===== src/rtl/pipelined_skip_adder.sv =====
// pipelined_skip_adder: pipelined carry-skip add/sub with valid/ready; `define SKIP_COUNT_EN adds skip_cnt
module pipelined_skip_adder #(
  parameter int N = 32,
  parameter int BLK = 4,
  parameter int BPS = 2
) (
  input  logic         clk,
  input  logic         rst,
  input  logic         in_valid,
  output logic         in_ready,
  input  logic [N-1:0] a,
  input  logic [N-1:0] b,
  input  logic         cin,
  input  logic         sub,
  output logic         out_valid,
  input  logic         out_ready,
  output logic [N-1:0] sum,
  output logic         cout,
  output logic         overflow
`ifdef SKIP_COUNT_EN
  ,
  output logic [15:0]  skip_cnt
`endif
);
  localparam int W = BLK * BPS;
  localparam int STAGES = N / W;
  logic adv;
  logic [N-1:0] b_eff;
  function automatic logic [W:0] seg_add(input logic [W-1:0] x, input logic [W-1:0] y, input logic c0);
    logic [W-1:0] s;
    logic c, rc, pa;
    s = '0;
    c = c0;
    for (int j = 0; j < BPS; j++) begin
      rc = c;
      pa = 1'b1;
      for (int i = 0; i < BLK; i++) begin
        s[j*BLK+i] = x[j*BLK+i] ^ y[j*BLK+i] ^ rc;
        rc = (x[j*BLK+i] & y[j*BLK+i]) | (rc & (x[j*BLK+i] ^ y[j*BLK+i]));
        pa = pa & (x[j*BLK+i] ^ y[j*BLK+i]);
      end
      c = pa ? c : rc;
    end
    return {c, s};
  endfunction
  assign adv = ~out_valid | out_ready;
  assign in_ready = adv;
  assign b_eff = sub ? ~b : b;
  // each stage keeps only the operand bits still to be added, so widths shrink down the pipe
  for (genvar k = 0; k < STAGES; k++) begin : g
    localparam int RI = N - k * W;
    logic [RI-1:0] ai, bi;
    logic [k*W+W-1:0] si, sq;
    logic vi, ci, vq, cq;
    logic [W:0] r;
    if (k == 0) begin : h
      assign ai = a;
      assign bi = b_eff;
      assign vi = in_valid;
      assign ci = sub ? ~cin : cin;
      assign si = r[W-1:0];
    end else begin : h
      assign ai = g[k-1].o.aq;
      assign bi = g[k-1].o.bq;
      assign vi = g[k-1].vq;
      assign ci = g[k-1].cq;
      assign si = {r[W-1:0], g[k-1].sq};
    end
    assign r = seg_add(ai[W-1:0], bi[W-1:0], ci);
    always_ff @(posedge clk or posedge rst)
      if (rst) begin
        vq <= 1'b0;
        cq <= 1'b0;
        sq <= '0;
      end else if (adv) begin
        vq <= vi;
        if (vi) begin
          cq <= r[W];
          sq <= si;
        end
      end
    if (k < STAGES - 1) begin : o
      logic [RI-W-1:0] aq, bq;
      always_ff @(posedge clk or posedge rst)
        if (rst) begin
          aq <= '0;
          bq <= '0;
        end else if (adv & vi) begin
          aq <= ai[RI-1:W];
          bq <= bi[RI-1:W];
        end
    end
    if (k == STAGES - 1) begin : l
      logic oq;
      // carry into the MSB is recovered from the MSB sum bit and its operands
      always_ff @(posedge clk or posedge rst)
        if (rst) oq <= 1'b0;
        else if (adv & vi) oq <= r[W] ^ r[W-1] ^ ai[W-1] ^ bi[W-1];
    end
`ifdef SKIP_COUNT_EN
    logic pi, pq;
    if (k == 0) begin : p
      assign pi = &(a ^ b_eff);
    end else begin : p
      assign pi = g[k-1].pq;
    end
    always_ff @(posedge clk or posedge rst)
      if (rst) pq <= 1'b0;
      else if (adv & vi) pq <= pi;
`endif
  end
  assign out_valid = g[STAGES-1].vq;
  assign sum = g[STAGES-1].sq;
  assign cout = g[STAGES-1].cq;
  assign overflow = g[STAGES-1].l.oq;
`ifdef SKIP_COUNT_EN
  always_ff @(posedge clk or posedge rst)
    if (rst) skip_cnt <= '0;
    else if (out_valid & out_ready & g[STAGES-1].pq & ~&skip_cnt) skip_cnt <= skip_cnt + 16'd1;
`endif
endmodule

===== config.mk =====
export PLATFORM = sky130hd
export DESIGN_NAME = pipelined_skip_adder
export DESIGN_NICKNAME = d
export VERILOG_FILES = /design/src/rtl/pipelined_skip_adder.sv
export SDC_FILE = /design/constraint.sdc
export NUM_CORES = 1
export LEC_CHECK = 0
export BUFFER_PORTS_ARGS = -buffer_cell sky130_fd_sc_hd__buf_2
export CORE_MARGIN = 4
export CORE_UTILIZATION = 36
export DETAILED_ROUTE_END_ITERATION = 6
export PLACE_DENSITY = 0.55
export SLEW_MARGIN = 20
export SYNTH_ARGS = -nofsm -noshare
export SYNTH_HDL_FRONTEND = slang
export SYNTH_SLANG_ARGS = --single-unit

===== constraint.sdc =====
create_clock -name clk -period 5.45 [get_ports clk]
set_input_delay 0.8175 -clock clk [delete_from_list [all_inputs] [get_ports clk]]
set_output_delay 0.8175 -clock clk [all_outputs]
set_load 0.05 [all_outputs]

==> out/summary.txt, run 1 <==
TritonRoute pass-1 iters - 4
synthesized-area fraction occupied by ao, oa, aoi and oai cells - 3.045%
antenna-violating nets left - 0
worst hold stages - 2
actual slew at the worst max-slew pin - 1.114 ns
setup repair after global routing missed its margin - false
Routed WL per cell - 15.99 µm
maximum clock frequency - 216.2 MHz
Final Power - 6.058 mW
worst setup path startpoint - g[2].cq
maximum number of pins on one net before global-route repair - 186
max-cap viol count - 0
Critical Path RT - 5.77 ns
net count reported at finish - 844
Cell Rows - 55
post-synthesis xor/xnor area fraction - 3.605%
Hold Violations, Final - 0
number of sinks handled by clock tree synthesis - 185
Setup Slack @ Placement - 0.3934 ns
count of flip-flops with a built-in enable after synthesis - 0
number of setup violations in the final report - 0
height of the chip - 161.7 µm
fraction of the cycle the final worst path needs - 84.85%
Core Box Area - 22920 µm²
adder and majority cell fraction of the synthesized area - 12.24%
layout cell share with drive strength beyond 1 - 40.39%
origin of the critical flop-to-flop path - g[2].cq
Post-Synth Simple-Gate Area - 3.531%
vias after detailed routing - 4720
count of synthesis-stage warnings from yosys - 0
Setup Buffers After CTS - 0
sequential fraction of the synthesis area - 54.44%
portion of netlist area occupied by mux cells - 19.69%
via count normalized by instance count - 4.556
First DRT Iteration DRCs - 243
Total Die Area - 26150 µm²
number of global-route vias before repair - 5338
leakage power figure - 4.609 nW
status - completed
overall track demand over capacity in global routing - 13.41%
worst path setup slack after routing - 0.8256 ns
port buffer count - 105
clock tree from TritonCTS - done
Hold Crit Endpoint - g[0].o.bq[15]
largest area contributor in the synthesized netlist - sky130_fd_sc_hd__dfrtp_1
dominant combinational cell family by area after synthesis - multiplexers
capturing element type of the critical path - flip-flop
I/O pin cnt - 106
synthesized cell area - 8504 µm²
share of flip-flops with an asynchronous set or reset - 100.0%
most common flop cell mapped by yosys - sky130_fd_sc_hd__dfrtp_1
launching element type of the critical path - flip-flop
Max rail drop VDD - 0.0002119 V
hold path startpoint - g[0].o.bq[15]
Synth area leaders - sky130_fd_sc_hd__dfrtp_1 54%, sky130_fd_sc_hd__mux2_2 16%, sky130_fd_sc_hd__fa_1 7.5%
final critical path time including I/O delays and setup - 4.624 ns
accumulated negative setup slack - 0 ns
Clock Tree Buf Depth - 2
Critical R2R Capture - overflow
# placed instances - 1004
Hold Buf Count CTS - 0
first-pass GRT wire length - 28030 µm
layout-stage area growth over the synthesis result - 16.20%
initial antenna violation count - 0
critical path start-end classification - flip-flop to flip-flop
total routed wirelength - 16560 µm
top post-synthesis cells by count - 185 x sky130_fd_sc_hd__dfrtp_1, 122 x sky130_fd_sc_hd__mux2_2, 51 x sky130_fd_sc_hd__nand2_1
clock latency of the later-clocked register in the worst-skew pair - 0.42 ns
DRC violation count after routing - 0
CTS buffer count - 17
slack of the worst reg-to-reg path - 0.83 ns
area share of the largest cell type after synthesis - 54.44%
length in cells of the worst reg-to-reg path - 16
Root Buffer Master - sky130_fd_sc_hd__clkbuf_16
path type of the worst min-delay path - flip-flop to flip-flop
#FFs+latches synth - 185
overflow left after global routing - 0
number of distinct standard cells referenced by the synthesized netlist - 27
Post-Synthesis Mean Instance Area - 14.01 µm²
normalized max-slew margin - 25.71%
worst hold slack after final layout - 0.4767 ns
horizontal die dimension - 161.7 µm
data arrival time at the worst-slack endpoint - 4.94 ns
routability congestion estimate from global placement - 0.7985
starting density of the core - 37.11%
P per Cell Area - 613.0 nW/µm²
skew final - 0.009873 ns
CP Max Fanout - 3
post-cts sizing count - 0
diode insertion count for antenna repair - 0
half-perimeter wire length after detailed placement - 11190 µm
H-tree Lvls - 4
net count after synthesis - 741
cells after synthesis - 607
post-route insts no fill - 1036
max-slew violation count - 0
library cell with the highest instance count after synthesis - sky130_fd_sc_hd__dfrtp_1
clock-pin slew on the worst setup and hold paths - 0.06 ns
-- per-stage QoR --
| step | util, % | cell area, µm² |
|---|---|---|
| finish | 43.12 | 9882 |
| global route | 43.12 | 9882 |
| CTS | 43.10 | 9877 |
| detailed placement | 40.72 | 9330 |
| global placement | 40.72 | 9330 |
| floorplan | - | 8508 |
-- state kept, by name, summed over array words and instances, names as in the netlist --
signal	cells
out_valid	1
g.vq	3
g.o.bq	48
g.cq	3
sum	32
overflow	1
g.sq	48
g.o.aq	48
cout	1
-- cells by family after synthesis --
logic type               after synthesis
flip-flops                           185
multiplexers                         142
AND/OR/NAND/NOR                       68
buffers and inverters                 64
adder cells (fa/ha/maj)               64
AO/OA/AOI/OAI                         49
XOR/XNOR                              35
-- per-layer routing --
metal  track usage, %  part of all wire, %  up-vias
met5                0                    0        -
met4            4.537                  1.6        0
met1            17.68                   46     2399
met3            2.563                  3.2       15
li1                 -                    -     2221
met2            22.41                   49       85
-- worst max-delay path, stage by stage, from the launching register on --
cell and delay, ns:
sky130_fd_sc_hd__dfrtp_1 0.39, sky130_fd_sc_hd__inv_1 0.10, sky130_fd_sc_hd__fa_1 0.18, sky130_fd_sc_hd__inv_1 0.05, sky130_fd_sc_hd__fa_1 0.37, sky130_fd_sc_hd__fa_1 0.40, sky130_fd_sc_hd__fa_1 0.41, sky130_fd_sc_hd__mux2_2 0.30
sky130_fd_sc_hd__fa_1 0.38, sky130_fd_sc_hd__fa_1 0.39, sky130_fd_sc_hd__fa_1 0.37, sky130_fd_sc_hd__inv_1 0.08, sky130_fd_sc_hd__fa_1 0.44, sky130_fd_sc_hd__xnor2_1 0.18, sky130_fd_sc_hd__xnor2_1 0.16, sky130_fd_sc_hd__nor2_1 0.06
sky130_fd_sc_hd__a211oi_1 0.26
-- layout by cell type, fill, tap and decap left out --
cell type	n
sky130_fd_sc_hd__o2111a_1	1
sky130_fd_sc_hd__xor2_1	10
sky130_fd_sc_hd__fa_1	32
sky130_fd_sc_hd__and2_2	1
sky130_fd_sc_hd__nand2_2	2
sky130_fd_sc_hd__dfrtp_1	185
sky130_fd_sc_hd__nand2_1	50
sky130_fd_sc_hd__a211oi_1	1
sky130_fd_sc_hd__buf_12	1
sky130_fd_sc_hd__inv_6	4
sky130_fd_sc_hd__inv_4	1
sky130_fd_sc_hd__xnor2_1	25
sky130_fd_sc_hd__nand4_1	8
sky130_fd_sc_hd__clkbuf_16	17
sky130_fd_sc_hd__nand2b_1	1
sky130_fd_sc_hd__a21oi_1	3
sky130_fd_sc_hd__mux2_4	20
sky130_fd_sc_hd__ha_1	32
sky130_fd_sc_hd__o211ai_1	1
sky130_fd_sc_hd__nor2b_4	1
sky130_fd_sc_hd__clkinv_2	5
sky130_fd_sc_hd__clkbuf_8	2
sky130_fd_sc_hd__buf_4	4
sky130_fd_sc_hd__and2_4	1
sky130_fd_sc_hd__nand2_4	1
sky130_fd_sc_hd__mux2_2	122
sky130_fd_sc_hd__o21ai_0	42
sky130_fd_sc_hd__o21a_1	1
sky130_fd_sc_hd__buf_2	105
sky130_fd_sc_hd__clkinv_4	3
sky130_fd_sc_hd__clkinvlp_4	2
sky130_fd_sc_hd__nor2_1	3
sky130_fd_sc_hd__inv_1	36
-- how the worst max path moves through the flow --
stage,endpoint,depth (start not counted)
finish,overflow,16
detailed placement,g[0].sq[7],14
floorplan,g[0].sq[7],15
global route,overflow,16
CTS,overflow,16
global placement,g[0].sq[7],14
-- power by group --
| part | leakage [nW] | total (mW) | internal, mW | switching [mW] |
|---|---|---|---|---|
| clock | 0.274 | 1.15 | 0.612 | 0.536 |
| combinational | 2.12 | 2.50 | 1.14 | 1.35 |
| sequential | 2.22 | 2.41 | 2.00 | 0.412 |
-- final cells by class --
cell class	instances	area (µm²)
tap	313	391.6
clock inverter	13	93.84
sequential	185	4629
fill	2119	13030
timing repair buffer	110	575.6
inverter	38	148.9
multi-input combinational	358	3590
clock buffer	19	452.9
Power figures use the tool's default switching activity.
==> run 2, diff against run 1 <==
clock period = 3.9 ns   (was 5.45 ns; I/O delays follow)
==> run 2 against run 1 <==
Effect of this change: the run now ends with setup timing left; wire length decreased by 1.1%; first-iteration DRC count fell by 33%; worst hold slack worse by 0.19 ns; sequential power is 40% higher; combinational power increased by 48%; die area did not move; worst setup slack got worse by 1.2 ns; clock skew fell by 0.00076 ns; global-route usage down 0.076 points.
==> out/summary.txt, run 2 (same netlist as run 1, synthesis figures left out) <==
Critical Path RT - 4.20 ns (-1.57 ns)
layout cell share with drive strength beyond 1 - 46.78% (+6.4 points)
port buffer count - 105 (unchanged)
half-perimeter wire length after detailed placement - 11150 µm (-0.38%)
First DRT Iteration DRCs - 162 (-33%)
diode insertion count for antenna repair - 0 (unchanged)
antenna-violating nets left - 0 (unchanged)
worst path setup slack after routing - -0.3781 ns (-1.204 ns)
layout-stage area growth over the synthesis result - 21.51%
Routed WL per cell - 15.46 µm (-3.3%)
largest registers - g.o.aq x48, g.o.bq x48, g.sq x48
Total Die Area - 26150 µm² (unchanged)
path type of the worst min-delay path - primary input to async pin
clock group share of total power - 21.6% (+2.6 points)
routability congestion estimate from global placement - 0.7735 (-3.1%)
share of the core filled with cells - 45.09% (+2.0 points)
commonest cells after routing, fill and taps aside - 185 x sky130_fd_sc_hd__dfrtp_1, 117 x sky130_fd_sc_hd__mux2_2, 104 x sky130_fd_sc_hd__buf_2
number of sinks handled by clock tree synthesis - 185 (unchanged)
fraction of power consumed by combinational cells - 41.1% (about the same)
via count normalized by instance count - 4.541 (-0.33%)
setup repair after global routing missed its margin - true
CP Max Fanout - 3 (unchanged)
TritonRoute pass-1 iters - 4 (unchanged)
Cell Rows - 55 (unchanged)
first-pass GRT wire length - 27750 µm (-0.98%)
max-slew violation count - 0 (unchanged)
violated checks - setup timing
largest stage delay on the critical path - 0.43 ns (about the same)
horizontal die dimension - 161.7 µm (unchanged)
Root Buffer Master - sky130_fd_sc_hd__clkbuf_16
data arrival time at the worst-slack endpoint - 4.58 ns (-0.36 ns)
capturing element type of the critical path - flip-flop
total routed wirelength - 16380 µm (-1.1%)
proportion of power drawn by flip-flops and latches - 37.3% (-2.5 points)
number of setup violations in the final report - 1 (+1)
Net Switching - 3.236 mW (+41%)
overall track demand over capacity in global routing - 13.33% (-0.076 points)
launching element type of the critical path - flip-flop
Core Box Area - 22920 µm² (unchanged)
net count reported at finish - 868 (+2.8%)
height of the chip - 161.7 µm (unchanged)
internal power - 5.787 mW (+54%)
delay-heaviest family, CP - adder cells
I/O pin cnt - 106 (unchanged)
P per Cell Area - 873.2 nW/µm² (+42%)
Clock Tree Buf Depth - 2 (unchanged)
Filler Cells Inserted - 2101 (-0.85%)
Setup Slack @ Placement - -0.6237 ns (-1.017 ns)
leakage power figure - 4.785 nW (+3.8%)
critical path's most frequent cell - sky130_fd_sc_hd__fa_2
number of buffer and inverter instances along the worst setup path - 3 (unchanged)
max-cap viol count - 0 (unchanged)
clock-pin slew on the worst setup and hold paths - 0.07 ns (about the same)
final cell area excluding filler cells - 10330 µm² (+4.6%)
status - finished with violations
Max rail drop VDD - 0.0003247 V (+53%)
crit path cell chain - inv_2, fa_2, inv_2, fa_2, fa_2, fa_2, mux2_4, fa_2, fa_2, fa_2, inv_2, fa_1, xnor2_1, xnor2_1, o2111a_1, a211oi_1
initial antenna violation count - 1 (+1)
maximum clock frequency - 233.7 MHz (+8.1%)
clock tree from TritonCTS - done
number of global-route vias before repair - 5296 (-0.79%)
Hold Violations, Final - 0 (unchanged)
clock latency of the later-clocked register in the worst-skew pair - 0.42 ns (about the same)
skew final - 0.009109 ns (-0.0007642 ns)
starting density of the core - 37.11% (unchanged)
most common cell after layout, fill and taps aside - sky130_fd_sc_hd__dfrtp_1
vias after detailed routing - 4809 (+1.9%)
normalized max-slew margin - 43.87% (+18 points)
H-tree Lvls - 4 (unchanged)
CTS buffer count - 17 (unchanged)
maximum number of pins on one net before global-route repair - 186 (unchanged)
DRC violation count after routing - 0 (unchanged)
overflow left after global routing - 0 (unchanged)
fraction of the cycle the final worst path needs - 109.7% (+25 points)
switching power share of the total - 35.86% (-2.1 points)
final critical path time including I/O delays and setup - 4.278 ns (-0.3463 ns)
actual slew at the worst max-slew pin - 0.8419 ns (-0.2724 ns)
critical path start-end classification - flip-flop to flip-flop
placed inst area - 9539 µm² (+2.2%)
Max stage delay cell, worst path - sky130_fd_sc_hd__fa_1
run 2: worst paths after layout:
| check | startpoint | to | slack (ns) | cells past startpoint |
|---|---|---|---|---|
| max in group asynchronous | rst | g[1].sq[5] | 2.73 | 4 |
| worst min register to register | g[0].o.bq[14] | g[0].o.bq[14] | 0.48 | 2 |
| worst min-delay path | rst | g[2].o.bq[0] | 0.29 | 3 |
| worst max register to register | g[2].o.bq[0] | overflow | -0.38 | 16 |
| min in group clk | a[9] | g[0].o.aq[1] | 0.37 | 3 |
| worst max-delay path | g[2].o.bq[0] | overflow | -0.38 | 16 |
run 2: worst min-delay path, cell delays in order:
cell and delay, ns:
sky130_fd_sc_hd__buf_2 0.11, sky130_fd_sc_hd__clkinvlp_4 0.07, sky130_fd_sc_hd__buf_12 0.37
run 2: area by class of cell:
cell class	instances	area, µm²	area share (%)
Clock buffer	21	450.4	4.359
Clock inverter	10	216.5	2.095
Tap cell	313	391.6	3.790
Inverter	38	148.9	1.441
Sequential cell	185	4629	44.80
Multi-Input combinational cell	358	3706	35.86
Timing Repair Buffer	134	790.8	7.652
run 2: per-layer routing:
metal / wire [µm] / GRT usage [%] / part of all wire (%)
met1: 7598 / 17.50 / 46
met2: 7875 / 22.01 / 48
met3: 556 / 2.969 / 3.4
met4: 332 / 4.614 / 2.0
met5: 13 / 0 / 0.079
run 2: per-stage QoR:
stage / cells / power, mW / hold slack (ns) / setup TNS (ns)
3_3_place_gp: 1023 / 6.976 / 0.4622 / -1.406
5_1_grt: 1059 / 9.731 / 0.3265 / -0.5453
6_report: 1059 / 9.023 / 0.2898 / -0.3781
3_5_place_dp: 1023 / 7.092 / 0.4662 / -1.915
4_1_cts: 1057 / 9.122 / 0.3486 / -0.3989
2_1_floorplan: 607 / 6.100 / 0.4460 / -1.050
run 2: power groups by stage:
| stage | combinational, mW | clock, mW | sequential [mW] |
|---|---|---|---|
| 2_1_floorplan | 2.22 | 0 | 3.88 |
| 3_3_place_gp | 3.61 | 0 | 3.37 |
| 3_5_place_dp | 3.69 | 0 | 3.40 |
| 4_1_cts | 3.74 | 2.00 | 3.38 |
| 5_1_grt | 4.16 | 2.08 | 3.49 |
| 6_report | 3.71 | 1.95 | 3.37 |
run 2: what timing repair did:
item,in CTS,in global routing
setup buffers,3,1
pin swaps,17,7
hold buffers,0,0
setup endpoints to repair,6,7
resized for setup,15,12
==> run 3, diff against run 2 <==
ABC_CLOCK_PERIOD_IN_PS = 3900   (was unset)
RECOVER_POWER = 50   (was unset)
==> run 3 against run 2 <==
Effect of this change: core utilization is 0.22 points lower; the run ends with capacitance limit, slew limit, setup timing left; final area is 0.48% lower; largest cell class unchanged; worst hold slack better by 0.080 ns; final cell count stayed put; critical path depth stayed put; register-to-register slack hardly changed; largest power group unchanged; first-iteration DRC count is 15% higher; clock skew hardly changed; clock-buffer cell count stayed put; via count is 0.33% higher; non-clock buffer count stayed put; power is 0.18% lower.
==> out/summary.txt, run 3 (same netlist as run 1, synthesis figures left out) <==
worst hold slack after final layout - 0.3695 ns (+0.07974 ns)
number of global-route vias before repair - 5296 (unchanged)
slack of the worst reg-to-reg path - -0.38 ns (about the same)
Core Box Area - 22920 µm² (unchanged)
actual slew at the worst max-slew pin - 2.212 ns (+1.370 ns)
clock-pin slew on the worst setup and hold paths - 0.07 ns (about the same)
most common cell after layout, fill and taps aside - sky130_fd_sc_hd__dfrtp_1
path type of the worst min-delay path - primary input to flip-flop
height of the chip - 161.7 µm (unchanged)
first-pass GRT wire length - 27750 µm (unchanged)
overflow left after global routing - 0 (unchanged)
via count normalized by instance count - 4.556 (+0.33%)
number of setup violations in the final report - 1 (unchanged)
commonest cells after routing, fill and taps aside - 185 x sky130_fd_sc_hd__dfrtp_1, 117 x sky130_fd_sc_hd__mux2_2, 102 x sky130_fd_sc_hd__buf_2
Total Die Area - 26150 µm² (unchanged)
data arrival time at the worst-slack endpoint - 4.58 ns (about the same)
fraction of the cycle the final worst path needs - 109.6% (about the same)
clock latency of the later-clocked register in the worst-skew pair - 0.42 ns (about the same)
hold path startpoint - a[9]
accumulated negative setup slack - -0.3763 ns (+0.001864 ns)
P per Cell Area - 875.9 nW/µm² (+0.31%)
normalized max-slew margin - -47.44% (-91 points)
net count reported at finish - 868 (unchanged)
capturing element type of the critical path - flip-flop
overall track demand over capacity in global routing - 13.33% (unchanged)
DRC violation count after routing - 0 (unchanged)
Max rail drop VDD - 0.0003250 V (about the same)
worst path setup slack after routing - -0.3763 ns (+0.001864 ns)
number of sinks handled by clock tree synthesis - 185 (unchanged)
critical path's most frequent cell - sky130_fd_sc_hd__fa_2
Critical R2R Capture - overflow
worst hold stages - 3
Clock Tree Buf Depth - 2 (unchanged)
crit path cell chain - inv_2, fa_2, inv_2, fa_2, fa_2, fa_2, mux2_4, fa_2, fa_2, fa_2, inv_2, fa_1, xnor2_1, xnor2_1, o2111a_1, a211oi_1
critical path start-end classification - flip-flop to flip-flop
clock tree from TritonCTS - done
origin of the critical flop-to-flop path - g[2].o.bq[0]
H-tree Lvls - 4 (unchanged)
skew final - 0.008883 ns (-0.0002257 ns)
leakage power figure - 4.760 nW (-0.52%)
worst setup path startpoint - g[2].o.bq[0]
layout-stage area growth over the synthesis result - 20.92%
status - finished with violations
length in cells of the worst reg-to-reg path - 16 (unchanged)
I/O pin cnt - 106 (unchanged)
initial antenna violation count - 1 (unchanged)
vias after detailed routing - 4825 (+0.33%)
total routed wirelength - 16370 µm (about the same)
final critical path time including I/O delays and setup - 4.276 ns (-0.001864 ns)
Hold Crit Endpoint - g[0].o.aq[1]
port buffer count - 105 (unchanged)
horizontal die dimension - 161.7 µm (unchanged)
Max stage delay cell, worst path - sky130_fd_sc_hd__fa_1
Routed WL per cell - 15.46 µm (about the same)
Hold Violations, Final - 0 (unchanged)
CTS buffer count - 17 (unchanged)
largest stage delay on the critical path - 0.43 ns (about the same)
largest registers - g.o.aq x48, g.o.bq x48, g.sq x48
max-cap viol count - 1 (+1)
launching element type of the critical path - flip-flop
maximum clock frequency - 233.9 MHz (about the same)
maximum number of pins on one net before global-route repair - 186 (unchanged)
violated checks - capacitance limit, slew limit, setup timing
First DRT Iteration DRCs - 186 (+15%)
Hold Buf Count CTS - 0 (unchanged)
Root Buffer Master - sky130_fd_sc_hd__clkbuf_16
max-slew violation count - 92 (+92)
diode insertion count for antenna repair - 0 (unchanged)
layout cell share with drive strength beyond 1 - 46.11% (-0.67 points)
half-perimeter wire length after detailed placement - 11150 µm (unchanged)
starting density of the core - 37.11% (unchanged)
Filler Cells Inserted - 2108 (+0.33%)
Cell Rows - 55 (unchanged)
antenna-violating nets left - 0 (unchanged)
routability congestion estimate from global placement - 0.7735 (unchanged)
CP Max Fanout - 3 (unchanged)
Critical Path RT - 4.20 ns (about the same)
TritonRoute pass-1 iters - 4 (unchanged)
setup repair after global routing missed its margin - true
## run 3: cell count changes in the layout (fill, tap and decap cells not counted), sizes merged
cell and delta:
buf -4, clkbuf +4
## run 3: metal layers
metal	share of wire [%]	global-route usage (%)	vias to the layer above
li1	-	-	2272
met1	46	17.50	2445
met2	49	22.01	84
met3	3.4	2.969	22
met4	2.0	4.614	2
met5	0.079	0	-
## run 3: cell type report
type                            instances  area, µm²  area share (%)
Tap cell                              313      391.6           3.808
Clock inverter                         10      216.5           2.105
Inverter                               38      148.9           1.448
Sequential cell                       185       4629           45.02
Timing Repair Buffer                  134      753.2           7.324
Multi-Input combinational cell        358       3694           35.92
Clock buffer                           21      450.4           4.380
## run 3: stage by stage
step,area [µm²],util [%],power (mW),setup slack (ns),std cells
after global placement,9534,41.61,6.976,-0.5194,1023
after global routing,10280,44.88,9.722,-0.5193,1059
final,10280,44.88,9.007,-0.3763,1059
after floorplan,8594,-,6.100,-0.5010,607
after detailed placement,9539,41.63,7.092,-0.6237,1023
after CTS,10280,44.84,9.122,-0.3989,1057
## run 3: worst max-delay path by stage
stage	to	slack (ns)	depth (start not counted)
floorplan	g[0].sq[7]	-0.50	15
global placement	g[0].sq[7]	-0.52	15
detailed placement	g[0].sq[7]	-0.62	15
CTS	overflow	-0.40	16
global route	overflow	-0.52	16
finish	overflow	-0.38	16
## run 3: power breakdown
part | internal (mW) | switching [mW] | leakage [nW]
logic | 1.76 | 1.94 | 2.22
clock network | 1.22 | 0.719 | 0.319
registers | 2.80 | 0.569 | 2.22
## run 3: worst max-delay path, delay by kind of cell, from the launching register on
kind | cells | cell delay, ns
compound gates | 2 | 0.28
xor+xnor | 2 | 0.35
buf+inv | 3 | 0.17
fa+ha+maj | 8 | 2.71
flops | 1 | 0.39
mux | 1 | 0.28
## run 3: what timing repair did
action,CTS,global route
endpoints found under the hold margin,0,0
resized for setup,15,12
pin swaps,17,7
setup buffers,3,1
setup endpoints to repair,6,7
